### src/rtl/shift_seq_pkg.sv
// Shared types and helpers for the shift_seq_arbiter block.
//   state_e   : controller state encoding (idle, shifting data, flushing chain)
//   own_width : index width for n items, never less than one bit
package shift_seq_pkg;

  typedef enum logic [1:0] {
    StIdle  = 2'd0,
    StShift = 2'd1,
    StFlush = 2'd2
  } state_e;

  function automatic int unsigned own_width(input int unsigned n);
    return (n <= 1) ? 1 : $clog2(n);
  endfunction

endpackage

### src/rtl/shift_seq_arbiter_if.sv
// Requester / serial-chain bundle for shift_seq_arbiter.
//   master : requester side drives req_valid/req_data; observes everything else
//   slave  : the arbiter; returns req_ready and the serial/status outputs
interface shift_seq_arbiter_if
  import shift_seq_pkg::*;
#(
  parameter int unsigned NUM_REQ = 2,
  parameter int unsigned WIDTH   = 8
);
  localparam int unsigned OWN_W = own_width(NUM_REQ);

  logic [NUM_REQ-1:0]       req_valid;
  logic [NUM_REQ*WIDTH-1:0] req_data;
  logic [NUM_REQ-1:0]       req_ready;
  logic                     ser_out;
  logic                     ser_en;
  logic [OWN_W-1:0]         owner;
  logic                     busy;
  logic                     done_pulse;
  logic [OWN_W-1:0]         done_owner;

  modport master (
    output req_valid, req_data,
    input  req_ready, ser_out, ser_en, owner, busy, done_pulse, done_owner
  );

  modport slave (
    input  req_valid, req_data,
    output req_ready, ser_out, ser_en, owner, busy, done_pulse, done_owner
  );
endinterface

### src/rtl/rr_arbiter.sv
// Combinational round-robin picker.
//   req_i     : request vector
//   ptr_i     : index with highest priority this cycle
//   en_i      : grant allowed
//   gnt_o     : one-hot grant (all zero when disabled or no request)
//   gnt_idx_o : index of the granted requester
module rr_arbiter
  import shift_seq_pkg::*;
#(
  parameter int unsigned NUM_REQ = 2,
  localparam int unsigned OWN_W  = own_width(NUM_REQ)
) (
  input  logic [NUM_REQ-1:0] req_i,
  input  logic [OWN_W-1:0]   ptr_i,
  input  logic               en_i,
  output logic [NUM_REQ-1:0] gnt_o,
  output logic [OWN_W-1:0]   gnt_idx_o
);

  logic [OWN_W-1:0] idx;
  logic             found;

  // Scan upward from the pointer with wrap-around; first hit wins.
  always_comb begin
    gnt_o     = '0;
    gnt_idx_o = '0;
    found     = 1'b0;
    idx       = '0;
    for (int unsigned off = 0; off < NUM_REQ; off++) begin
      idx = OWN_W'((32'(ptr_i) + off) % NUM_REQ);
      if (en_i && !found && req_i[idx]) begin
        found      = 1'b1;
        gnt_o[idx] = 1'b1;
        gnt_idx_o  = idx;
      end
    end
  end

endmodule

### src/rtl/shift_seq_arbiter.sv
// Round-robin arbiter that serializes one granted parallel word MSB-first onto a
// shared DEPTH-stage shift chain, then clocks DEPTH zeros so the last bit clears
// the chain, then strobes completion.
//   clk, resetn : clock, synchronous active-low reset
//   bus_io      : slave side of shift_seq_arbiter_if (requests in, serial/status out)
// Optional: define SHIFT_PARITY_EN to append an even-parity bit after the word.
module shift_seq_arbiter
  import shift_seq_pkg::*;
#(
  parameter int unsigned NUM_REQ = 2,
  parameter int unsigned WIDTH   = 8,
  parameter int unsigned DEPTH   = 4
) (
  input logic               clk,
  input logic               resetn,
  shift_seq_arbiter_if.slave bus_io
);

  localparam int unsigned OWN_W = own_width(NUM_REQ);
`ifdef SHIFT_PARITY_EN
  localparam int unsigned FRAME_W = WIDTH + 1;
`else
  localparam int unsigned FRAME_W = WIDTH;
`endif
  localparam int unsigned CNT_MAX = (FRAME_W > DEPTH) ? FRAME_W : DEPTH;
  localparam int unsigned CNT_W   = own_width(CNT_MAX);

  state_e             state_q, state_d;
  logic [CNT_W-1:0]   cnt_q, cnt_d;
  logic [FRAME_W-1:0] sreg_q, sreg_d;
  logic [OWN_W-1:0]   owner_q, owner_d;
  logic [OWN_W-1:0]   ptr_q, ptr_d;
  logic [OWN_W-1:0]   done_owner_q, done_owner_d;
  logic               ser_out_q, ser_out_d;
  logic               ser_en_q, ser_en_d;
  logic               busy_q, busy_d;
  logic               done_q, done_d;

  logic [NUM_REQ-1:0] gnt;
  logic [OWN_W-1:0]   gnt_idx;
  logic [WIDTH-1:0]   word;
  logic [FRAME_W-1:0] frame;

  rr_arbiter #(
    .NUM_REQ(NUM_REQ)
  ) u_arb (
    .req_i    (bus_io.req_valid),
    .ptr_i    (ptr_q),
    .en_i     (resetn && (state_q == StIdle)),
    .gnt_o    (gnt),
    .gnt_idx_o(gnt_idx)
  );

  assign bus_io.req_ready = gnt;

  always_comb begin
    word = '0;
    for (int unsigned i = 0; i < NUM_REQ; i++) begin
      if (gnt[i]) word = word | bus_io.req_data[i*WIDTH +: WIDTH];
    end
  end

`ifdef SHIFT_PARITY_EN
  assign frame = {word, ^word};
`else
  assign frame = word;
`endif

  // Serial outputs are registered, so every branch computes the bit that will
  // be visible in the following cycle.
  always_comb begin
    state_d      = state_q;
    cnt_d        = cnt_q;
    sreg_d       = sreg_q;
    owner_d      = owner_q;
    ptr_d        = ptr_q;
    done_owner_d = done_owner_q;
    ser_out_d    = 1'b0;
    ser_en_d     = 1'b0;
    busy_d       = 1'b0;
    done_d       = 1'b0;
    unique case (state_q)
      StIdle: begin
        if (|gnt) begin
          state_d   = StShift;
          cnt_d     = '0;
          owner_d   = gnt_idx;
          ptr_d     = (gnt_idx == OWN_W'(NUM_REQ - 1)) ? '0 : gnt_idx + 1'b1;
          ser_out_d = frame[FRAME_W-1];
          sreg_d    = frame << 1;
          ser_en_d  = 1'b1;
          busy_d    = 1'b1;
        end
      end
      StShift: begin
        ser_en_d = 1'b1;
        busy_d   = 1'b1;
        if (cnt_q == CNT_W'(FRAME_W - 1)) begin
          state_d = StFlush;
          cnt_d   = '0;
        end else begin
          cnt_d     = cnt_q + 1'b1;
          ser_out_d = sreg_q[FRAME_W-1];
          sreg_d    = sreg_q << 1;
        end
      end
      StFlush: begin
        if (cnt_q == CNT_W'(DEPTH - 1)) begin
          state_d      = StIdle;
          cnt_d        = '0;
          done_d       = 1'b1;
          done_owner_d = owner_q;
        end else begin
          cnt_d    = cnt_q + 1'b1;
          ser_en_d = 1'b1;
          busy_d   = 1'b1;
        end
      end
      default: state_d = StIdle;
    endcase
  end

  always_ff @(posedge clk) begin
    if (!resetn) begin
      state_q      <= StIdle;
      cnt_q        <= '0;
      sreg_q       <= '0;
      owner_q      <= '0;
      ptr_q        <= '0;
      done_owner_q <= '0;
      ser_out_q    <= 1'b0;
      ser_en_q     <= 1'b0;
      busy_q       <= 1'b0;
      done_q       <= 1'b0;
    end else begin
      state_q      <= state_d;
      cnt_q        <= cnt_d;
      sreg_q       <= sreg_d;
      owner_q      <= owner_d;
      ptr_q        <= ptr_d;
      done_owner_q <= done_owner_d;
      ser_out_q    <= ser_out_d;
      ser_en_q     <= ser_en_d;
      busy_q       <= busy_d;
      done_q       <= done_d;
    end
  end

  assign bus_io.ser_out    = ser_out_q;
  assign bus_io.ser_en     = ser_en_q;
  assign bus_io.owner      = owner_q;
  assign bus_io.busy       = busy_q;
  assign bus_io.done_pulse = done_q;
  assign bus_io.done_owner = done_owner_q;

endmodule

### src/flat_wrapper.sv
// flat-port wrapper written by rule: the top's interface ports become plain ports
module shift_seq_arbiter_flat import shift_seq_pkg::*;
#(
  parameter int unsigned NUM_REQ = 2,
  parameter int unsigned WIDTH   = 8,
  parameter int unsigned DEPTH   = 4
)
  (clk, resetn, bus_io_req_valid, bus_io_req_data, bus_io_req_ready, bus_io_ser_out, bus_io_ser_en, bus_io_owner, bus_io_busy, bus_io_done_pulse, bus_io_done_owner);
  shift_seq_arbiter_if #(.NUM_REQ(NUM_REQ), .WIDTH(WIDTH)) bus_io_i ();
  input logic clk;
  input logic resetn;
  input wire logic [$bits(bus_io_i.req_valid)-1:0] bus_io_req_valid;
  input wire logic [$bits(bus_io_i.req_data)-1:0] bus_io_req_data;
  output wire logic [$bits(bus_io_i.req_ready)-1:0] bus_io_req_ready;
  output wire logic [$bits(bus_io_i.ser_out)-1:0] bus_io_ser_out;
  output wire logic [$bits(bus_io_i.ser_en)-1:0] bus_io_ser_en;
  output wire logic [$bits(bus_io_i.owner)-1:0] bus_io_owner;
  output wire logic [$bits(bus_io_i.busy)-1:0] bus_io_busy;
  output wire logic [$bits(bus_io_i.done_pulse)-1:0] bus_io_done_pulse;
  output wire logic [$bits(bus_io_i.done_owner)-1:0] bus_io_done_owner;
  assign bus_io_i.req_valid = bus_io_req_valid;
  assign bus_io_i.req_data = bus_io_req_data;
  assign bus_io_req_ready = bus_io_i.req_ready;
  assign bus_io_ser_out = bus_io_i.ser_out;
  assign bus_io_ser_en = bus_io_i.ser_en;
  assign bus_io_owner = bus_io_i.owner;
  assign bus_io_busy = bus_io_i.busy;
  assign bus_io_done_pulse = bus_io_i.done_pulse;
  assign bus_io_done_owner = bus_io_i.done_owner;
  shift_seq_arbiter #(.NUM_REQ(NUM_REQ), .WIDTH(WIDTH), .DEPTH(DEPTH)) u_core (.clk(clk), .resetn(resetn), .bus_io(bus_io_i));
endmodule
### config.mk
export PLATFORM = sky130hd
export DESIGN_NAME = shift_seq_arbiter_flat
export DESIGN_NICKNAME = d
export VERILOG_FILES = /design/src/rtl/shift_seq_pkg.sv /design/src/rtl/shift_seq_arbiter_if.sv /design/src/rtl/rr_arbiter.sv /design/src/rtl/shift_seq_arbiter.sv /design/src/flat_wrapper.sv
export SDC_FILE = /design/constraint.sdc
export NUM_CORES = 1
export LEC_CHECK = 0
export ABC_AREA = 1
export CAP_MARGIN = 5
export CORE_ASPECT_RATIO = 1.4
export CORE_MARGIN = 2
export CORE_UTILIZATION = 30
export CTS_CLUSTER_DIAMETER = 60
export DETAILED_ROUTE_END_ITERATION = 10
export GPL_ROUTABILITY_DRIVEN = 0
export PLACE_DENSITY = 0.52
export SLEW_MARGIN = 15
export SYNTH_ARGS = -nofsm -noshare
export SYNTH_HDL_FRONTEND = slang
export SYNTH_HIERARCHICAL = 1
export SYNTH_SLANG_ARGS = --single-unit
### constraint.sdc
create_clock -name clk -period 3.6 [get_ports clk]
set_input_delay 0.72 -clock clk [delete_from_list [all_inputs] [get_ports clk]]
set_output_delay 0.72 -clock clk [all_outputs]
set_load 0.01 [all_outputs]
==> key figures <==
Global routing
  – Gr usage total: 0.1337
  – Antenna violations before repair: 0
  – Remaining global-route overflow: 0
  – First-pass GRT wire length: 4747 um
  – Largest net degree at the start of global routing: 15
  – Vias in the first global route: 1,134

Critical path
  – Reg2Reg Depth: 12
  – CP max-delay cell: clkdlybuf4s50_1
  – Crit path max-delay family: buffers and inverters
  – CP max FO: 2
  – Worst EP arrival: 2.15 ns
  – Worst path max stage delay: 0.56 ns
  – CP Class: in -> out
  – Levels on crit path: 6
  – CP endpoint kind: output pin
  – Critical path launch point type: input port
  – WP data required: ~2.9 ns
  – Critical-path cell list: clkdlybuf4s50_1 -> nand2_1 -> inv_1 -> nand2_1 -> a21oi_1 -> clkdlybuf4s50_1
  – WP buf/inv: 3

Timing
  – Fin crit period: between 2 and 3 ns
  – Slew at the pin closest to its max-slew limit: 0.3810 ns
  – Setup TNS: 0 ns
  – Final Hold Viols: 0
  – Slew Viols, Final: 0
  – Fin crit share: 0.7972
  – Setup Skew: 0.006355 ns
  – RSZ-0062 raised after global routing: no
  – Fmax: about 350 MHz
  – Slew Limit Headroom: 0.7460
  – Count of final setup violators: 0

Routing
  – Routed via count: 1,127
  – DRC viols: 0
  – Routed WL: 2706 um
  – Final ANT Viol Nets: 0
  – Wire length on met2: 1424 um
  – M1 WL: around 1100 um
  – Via density: 4.335
  – Pre-Repair DR Iteration Count: 4
  – Met3 routed WL: a little over 100 um
  – DR top layer: met4
  – WL per Instance: 10.41 um
  – Initial DRC count: 38

Synth
  – Primary FF master, synth: dfxtp_1
  – Cell Area, Synth: ~1200 um2
  – Synthesized net count: 220
  – Ys Warns: 6
  – Cell count after synthesis: 190
  – Area contributors post-synth: dfxtp_1 30%, nand2_1 25%, ha_1 11%
  – Mean Syn Cell Area: between 6 and 7 um2
  – Yosys top cell area share: 0.3028
  – Seq/Total Area, Yosys: 0.3028
  – #FFs+latches synth: 18
  – Cell taking the most area after synthesis: dfxtp_1
  – Post-synth EDFFs: 0
  – Post-synthesis cell type count: 21
  – Post-synth ARST share: 0

Min path
  – Worst min path class: reg -> reg
  – Hold Path Cell Cnt: 2

Layout
  – Fillcell total: roughly 430
  – Final net count: 248
  – Seq. cell area: 360.3 um2
  – Final Non-Filler Cells: between 200 and 300
  – Final core occ: 0.3955
  – Fraction of layout cells with a size suffix above 1: 0.07373
  – Diodes inserted: 0
  – Area taken by multi-input logic gates: 680.7 um2
  – Layout area overhead: 29.13%

Clock tree
  – CTS max path bufs: 2
  – Clk_lat worst skew: 0.26 ns
  – Setup bufs post-CTS: 0
  – CTS tree: done
  – Post-CTS sizing: 0
  – Root Buffer: clkbuf_8
  – Post-cts hold buffer count: 0
  – CTS buffer count: 3
  – CTS sink cnt: 18
  – Clock transition at path regs: around 0.070 ns
  – CTS H-Tree Depth: 1

Die
  – Core area: 3885 um2
  – Die area: roughly 4500 um2
  – IO Count: 28
  – # rows: 27
  – Die Y: 78.52 um
  – Die Span X: 57.23 um
  – Initial Util: 0.3063

Status
  – Status: completed

Power
  – PD cells: 614.8 nW/um2
  – Lkg Pwr: 0.0007696 uW
  – Maximum vdd drop: 260.8 uV
  – Tot Pwr: 944.6 uW

Placed design
  – HPWL Detailed: 2119 um
  – Placed cells: 256
  – Number of port buffers: 27

Flow run
  – Maxcap violations: 0
## path summary, 6_finish.rpt
kind                                                from                        to  slack (ns)
worst min-delay path            u_core/bus_io.done_owner  u_core/bus_io.done_owner        0.47
worst min register to register  u_core/bus_io.done_owner  u_core/bus_io.done_owner        0.47
worst max-delay path                              resetn       bus_io_req_ready[1]        0.73
worst max register to register         u_core/state_q[0]          u_core/sreg_q[7]        1.54
## synthesized netlist by cell type, types with 2 or more instances
library cell	number
buf_2	2
buf_4	3
inv_1	25
nand2_2	3
ha_1	10
nand3_1	3
nand2_1	78
dfxtp_1	18
a21oi_1	9
nor2_1	26
buf_6	2
nor2_2	2
## stage by stage
step                cell area (um2)  worst slack, ns  hold WS (ns)
floorplan                      1190            1.479        0.4438
global placement               1481           0.7149        0.4583
detailed placement             1481           0.7211        0.4588
CTS                            1536           0.7182        0.4702
global route                   1536           0.6270        0.4887
finish                         1536           0.7299        0.4667
## registers in the layout (all words and copies together), names as in the netlist
name / cells
u_core/state_q: 2
u_core/bus_io.ser_out: 1
u_core/ptr_q: 1
u_core/bus_io.busy: 1
u_core/sreg_q: 7
u_core/bus_io.done_owner: 1
u_core/bus_io.owner: 1
u_core/bus_io.done_pulse: 1
u_core/cnt_q: 3
## cells in the final DEF (no fill, tap or decap)
| master | netlist | routed |
|---|---|---|
| dfxtp_1 | 18 | 18 |
| buf_4 | 3 | 3 |
| clkbuf_8 | 0 | 4 |
| o21a_1 | 1 | 1 |
| or2_2 | 1 | 1 |
| o21ai_1 | 1 | 1 |
| nand2_1 | 78 | 78 |
| o21ai_2 | 1 | 1 |
| o21ai_0 | 1 | 1 |
| nor2_8 | 1 | 1 |
| nand3_1 | 3 | 3 |
| clkdlybuf4s50_1 | 0 | 27 |
| nand2_2 | 3 | 3 |
| a21oi_1 | 9 | 9 |
| nor2_1 | 26 | 26 |
| a31oi_1 | 1 | 1 |
| inv_1 | 25 | 25 |
| nor2_2 | 2 | 2 |
| ha_1 | 10 | 10 |
| nand4_1 | 1 | 1 |
| a21oi_2 | 1 | 1 |
## power by group
group,switching [uW],leakage [uW],total [uW],internal [uW]
logic,290,0.000593,487,197
registers,36.4,0.000148,294,257
clock network,67.1,0.0000288,164,97.2
## cell families (layout without fill, tap and decap cells)
logic type	count (synthesis)	in the layout	synth area share
DFF	18	18	0.3028
buffers and inverters	32	59	0.1251
AOI/OAI and AO/OA	15	15	0.07255
adders and majority gates	10	10	0.1052
and+or+nand+nor	115	115	0.3943
## routing by layer
metal  up-vias  GRT usage
met1       482     0.1410
li1        621          -
met5         -          0
met2        19     0.2529
met4         0    0.06279
met3         5    0.01812
## tightest hold or removal path: cells and delay by family (launching register included)
| family | cells | cell delay (ns) |
|---|---|---|
| DFF | 1 | 0.31 |
| and+or+nand+nor | 1 | 0.06 |
| AOI/OAI and AO/OA | 1 | 0.05 |
## layout make-up
cell class,instances,area share
Sequential cell,18,0.2345
Timing Repair Buffer,30,0.1906
Multi-Input combinational cell,140,0.4430
Clock buffer,4,0.03583
Inverter,25,0.06108
Tap cell,43,0.03502
(Power assumes the default switching activity.)
